==> config.mk <==
export PLATFORM = sky130hd
export DESIGN_NAME = saus_row_collector
export DESIGN_NICKNAME = d
export VERILOG_FILES = /design/src/rtl/saus_row_collector.sv
export SDC_FILE = /design/constraint.sdc
export NUM_CORES = 2
export LEC_CHECK = 0
export BUFFER_PORTS_ARGS = -buffer_cell sky130_fd_sc_hd__buf_4
export CAP_MARGIN = 40
export CORE_ASPECT_RATIO = 0.5
export CORE_MARGIN = 2
export CORE_UTILIZATION = 30
export CTS_CLUSTER_DIAMETER = 40
export DETAILED_ROUTE_END_ITERATION = 10
export MAX_ROUTING_LAYER = met4
export SLEW_MARGIN = 20
export SYNTH_ARGS = -nofsm -noshare
export SYNTH_HDL_FRONTEND = slang
export SYNTH_SLANG_ARGS = --single-unit
==> constraint.sdc <==
create_clock -name clk -period 39.2 [get_ports clk]
set_input_delay 3.92 -clock clk [delete_from_list [all_inputs] [get_ports clk]]
set_output_delay 3.92 -clock clk [all_outputs]
set_load 0.01 [all_outputs]
==> src/rtl/saus_row_collector.sv <==
// Gathers LANES-wide sample beats into a full 32-entry row vector, with a one-row parked slot behind the output register.
// Build option: define SAUS_ROW_CLEAR_EN to force entries beyond the row length to zero.
module saus_row_collector #(
    parameter int WIDTH = 16,
    parameter int LANES = 4
) (
    input  logic             clk,
    input  logic             rst,
    input  logic             in_valid,
    output logic             in_ready,
    input  logic [WIDTH-1:0] in_data [LANES-1:0],
    input  logic [1:0]       in_size,
    output logic             out_valid,
    input  logic             out_ready,
    output logic [WIDTH-1:0] out_vector [31:0],
    output logic [1:0]       out_size
);

    localparam int MAX_BEATS  = 32 / LANES;
    localparam int CW         = (MAX_BEATS > 1) ? $clog2(MAX_BEATS) : 1;
    localparam int LANE_SHIFT = $clog2(LANES);

    logic [CW-1:0]    beat_cnt_reg;
    logic [1:0]       size_reg;
    logic             fill_full_reg;
    logic [WIDTH-1:0] fill_buf_reg   [31:0];
    logic [WIDTH-1:0] out_vector_reg [31:0];
    logic             out_valid_reg;
    logic [1:0]       out_size_reg;

    logic             beat_fire;
    logic             first_beat;
    logic [1:0]       row_size;
    logic [5:0]       row_len;
    logic [5:0]       row_beats_m1;
    logic             last_beat;
    logic             slot_free;
    logic             load_new;
    logic             park_row;
    logic             load_parked;
    logic [WIDTH-1:0] merged [31:0];

    assign in_ready   = !rst && !fill_full_reg;
    assign beat_fire  = in_valid && in_ready;
    assign first_beat = (beat_cnt_reg == '0);

    // The size is only trusted on the first beat; afterwards the latched copy governs the row.
    assign row_size     = first_beat ? in_size : size_reg;
    assign row_len      = 6'd4 << row_size;
    assign row_beats_m1 = (row_len >> LANE_SHIFT) - 6'd1;
    assign last_beat    = (beat_cnt_reg == row_beats_m1[CW-1:0]);

    assign slot_free   = !out_valid_reg || out_ready;
    assign load_new    = beat_fire && last_beat && slot_free;
    assign park_row    = beat_fire && last_beat && !slot_free;
    assign load_parked = fill_full_reg && slot_free;

    // Fill buffer with the current beat overlaid at its lane positions.
    generate
        for (genvar gi = 0; gi < 32; gi++) begin : g_merge
            localparam int BEAT_IDX = gi / LANES;
            localparam int LANE_IDX = gi % LANES;
            logic hit;
            assign hit = (beat_cnt_reg == CW'(BEAT_IDX));
`ifdef SAUS_ROW_CLEAR_EN
            assign merged[gi] = hit ? in_data[LANE_IDX]
                              : (first_beat ? '0 : fill_buf_reg[gi]);
`else
            assign merged[gi] = hit ? in_data[LANE_IDX] : fill_buf_reg[gi];
`endif
        end
    endgenerate

    always_ff @(posedge clk) begin
        if (rst) begin
            for (int i = 0; i < 32; i++) begin
                fill_buf_reg[i]   <= '0;
                out_vector_reg[i] <= '0;
            end
        end else begin
            for (int i = 0; i < 32; i++) begin
                if (beat_fire) begin
                    fill_buf_reg[i] <= merged[i];
                end
                if (load_new) begin
                    out_vector_reg[i] <= merged[i];
                end else if (load_parked) begin
                    out_vector_reg[i] <= fill_buf_reg[i];
                end
            end
        end
    end

    always_ff @(posedge clk) begin
        if (rst) begin
            beat_cnt_reg  <= '0;
            size_reg      <= 2'd0;
            fill_full_reg <= 1'b0;
            out_valid_reg <= 1'b0;
            out_size_reg  <= 2'd0;
        end else begin
            if (beat_fire) begin
                beat_cnt_reg <= last_beat ? '0 : beat_cnt_reg + CW'(1);
                if (first_beat) begin
                    size_reg <= in_size;
                end
            end

            // Parking and unparking are exclusive: in_ready is low while a row is parked.
            if (park_row) begin
                fill_full_reg <= 1'b1;
            end else if (load_parked) begin
                fill_full_reg <= 1'b0;
            end

            if (load_new) begin
                out_valid_reg <= 1'b1;
                out_size_reg  <= row_size;
            end else if (load_parked) begin
                out_valid_reg <= 1'b1;
                out_size_reg  <= size_reg;
            end else if (out_ready) begin
                out_valid_reg <= 1'b0;
            end
        end
    end

    assign out_valid  = out_valid_reg;
    assign out_size   = out_size_reg;
    assign out_vector = out_vector_reg;

endmodule
==> results.cfg <==
[hold_path]
worst_hold_path_type = register to register

[setup_path]
rr_startpoint = beat_cnt_reg[0]
r2r_slack_ps = 33470
required_ps = 35280
ff2ff_path_depth = 9
start_kind = primary input
crit_chain = buf_8 > nor2_1 > buf_4
cpMaxStageDelayCell = buf_8
critPathMaxStageDelay_ps = 370
end_kind = output port
endpoint = in_ready
path_class = primary input to output port
timing.rr.end = out_vector[430]
cp.arrival_ps = 4570
path_max_fanout = 57
cp-startpoint = rst

[timing]
fmax_mhz = 118
finalSetupTns_ps = 0
final-setup-viol-count = 0
rsz0062_at_grt = false
finalCritPeriodShare = 0.217
slew_headroom = 0.0612
hold_viol_final = 0
fin_ws_ps = 30710
max_slew.worst_pin.slew_ps = 1410
drv_slew = 0
clock_skew_ps = 26.7
layout_min_cycle_time_ps = 8490

[floorplan]
start_util = 0.304
core_area_sq_mm = 0.165
die_area_sq_mm = 0.170
rows = 105
die_h_um = 293
ios = 586
die-width_um = 581

[drt]
remaining_drc_errors = 0
drt-wirelength-per-cell_um = 25.8
num_vias = 44043
drtIter0Drc = 4822
ant_nets = 0
dr.pass1.iters = 5
totalWireLength_um = 194000
vias_per_cell = 5.84

[pwr]
p_int_w = 0.00234
cellLeakagePower_nw = 22.5
power_switching_w = 0.000964
switching_share = 0.291
p_per_area_mw_per_mm2 = 53.9
p_comb_frac = 0.176
clockPowerShare = 0.423
vdd_drop_max_mv = 0.0500
pwr-share-seq = 0.402

[placement]
place_congestion = 0.845
dpl_cell_area_sq_mm = 0.0560
hpwl_um = 116000
dpl.cell_count = 7270
dp_slack_ps = 30670
port_buffers = 585

[clock_network]
ctsHtreeMaxLevel = 4
cts_tree = yes
clk_pin_slew_ps = 50
clock_sinks = 1033
clk_path_buf_depth = 3
clk_latency_ps = 750
cts_buffers = 143
ctsResizeCount = 0
cts-hold-fix-buffers = 0
root_buffer = clkbuf_16
postCtsSetupBuffers = 0

[logic_synthesis]
synth_top_area_frac = 0.307
synth-edff-count = 512
yosys_warnings = 0
synth.most_common_cell = nand2_1
yosysSeqAreaShare = 0.516
synth_seq_cells = 1033
synthFlopType = dfxtp_1
postSynthAreaPerCell_sq_um = 9.87
syn_nets = 5143
synthArstFlopShare = 0
yosys-top-cells-count = nand2_1 (776), clkbuf_1 (558), dfxtp_1 (521)
syn_area_sq_mm = 0.0500
yosys.cell_types.count = 42
synthCells = 5067
yosys.area.top_type = edfxtp_1
synth_area_leaders = edfxtp_1 (31%), dfxtp_1 (21%), mux2i_1 (6.4%)

[grt]
grt_max_degree = 216
grt_first_pass_wirelength_um = 284000
antenna_found_initial = 9
grt_use_total = 0.224
grt-ovfl-total = 0
grt_pass1_vias = 40670

[final_layout]
fin_util = 0.372
final_area_sq_mm = 0.0613
layout-drive-gt1-share = 0.209
seq_area_sq_mm = 0.0258
instances_no_fill = 7546
nets = 5308
fill_cells = 16466
area_delta_synth_final_pct = 22.7
multi_input_area_sq_mm = 0.0215

[job]
maxCapViolCount = 0

[run_status]
status = finished clean
-- through the flow --
step | total power [W] | hold slack (ps)
floorplan | 0.00167 | 503
global placement | 0.00191 | 515
detailed placement | 0.00192 | 520
CTS | 0.00331 | 527
global route | 0.00342 | 553
finish | 0.00331 | 524
-- placed cells by master (no fill, tap or decap), drive strengths merged, types with 6 or more instances in the layout --
cell        n
bufinv     25
clkbuf    171
a31oi     322
o31ai     128
nor2b       9
mux2i     320
a221oi    192
dfxtp     521
inv        14
clkinvlp   15
buf       710
ha          6
edfxtp    512
o211ai    328
clkinv     45
nor2      325
a21oi     385
o41ai     322
nand2     776
nand3     194
-- power by group through the flow --
stage	Sequential (W)	Clock [W]	Combinational (W)
floorplan	0.00137	0	0.000295
detailed placement	0.00135	0	0.000574
global route	0.00134	0.00146	0.000619
finish	0.00133	0.00140	0.000582
CTS	0.00133	0.00141	0.000575
global placement	0.00135	0	0.000559
-- routing by layer --
| layer | vias up | GRT usage | wire length, um |
|---|---|---|---|
| met5 | - | - | 0 |
| li1 | 19752 | - | - |
| met3 | 402 | 0.0428 | 15100 |
| met4 | 0 | 0.134 | 12700 |
| met1 | 21974 | 0.281 | 77800 |
| met2 | 1915 | 0.335 | 88800 |
-- worst min-delay path by stage --
stage	start	end	slack, ps	cells past startpoint
after floorplan	size_reg[1]	out_size[1]	500	2
after global placement	out_vector[415]	out_vector[415]	520	2
after detailed placement	out_vector[436]	out_vector[436]	520	2
after CTS	out_vector[436]	out_vector[436]	530	2
after global routing	out_vector[445]	out_vector[445]	550	2
final	out_vector[436]	out_vector[436]	520	2
-- area by class of cell --
cell class                      count  area share
Clock inverter                     92      0.0195
Tap cell                         2193      0.0447
Inverter                            7    0.000551
Antenna cell                        3    0.000122
Multi-Input combinational cell   3337       0.351
Clock buffer                      171      0.0638
Timing Repair Buffer              710      0.0993
Sequential cell                  1033       0.421
-- kinds of logic after synthesis --
family | Yosys count | share of synthesized area
compound gates | 1690 | 0.257
simple gates | 1320 | 0.105
flops | 1033 | 0.516
buf+inv | 697 | 0.0558
mux | 321 | 0.0645
fa+ha+maj | 6 | 0.00150
-- critical path: cells and delay by family --
family	cells	cell delay, ps
buffers and inverters	2	540
and+or+nand+nor	1	110
Power figures use the tool's default switching activity.
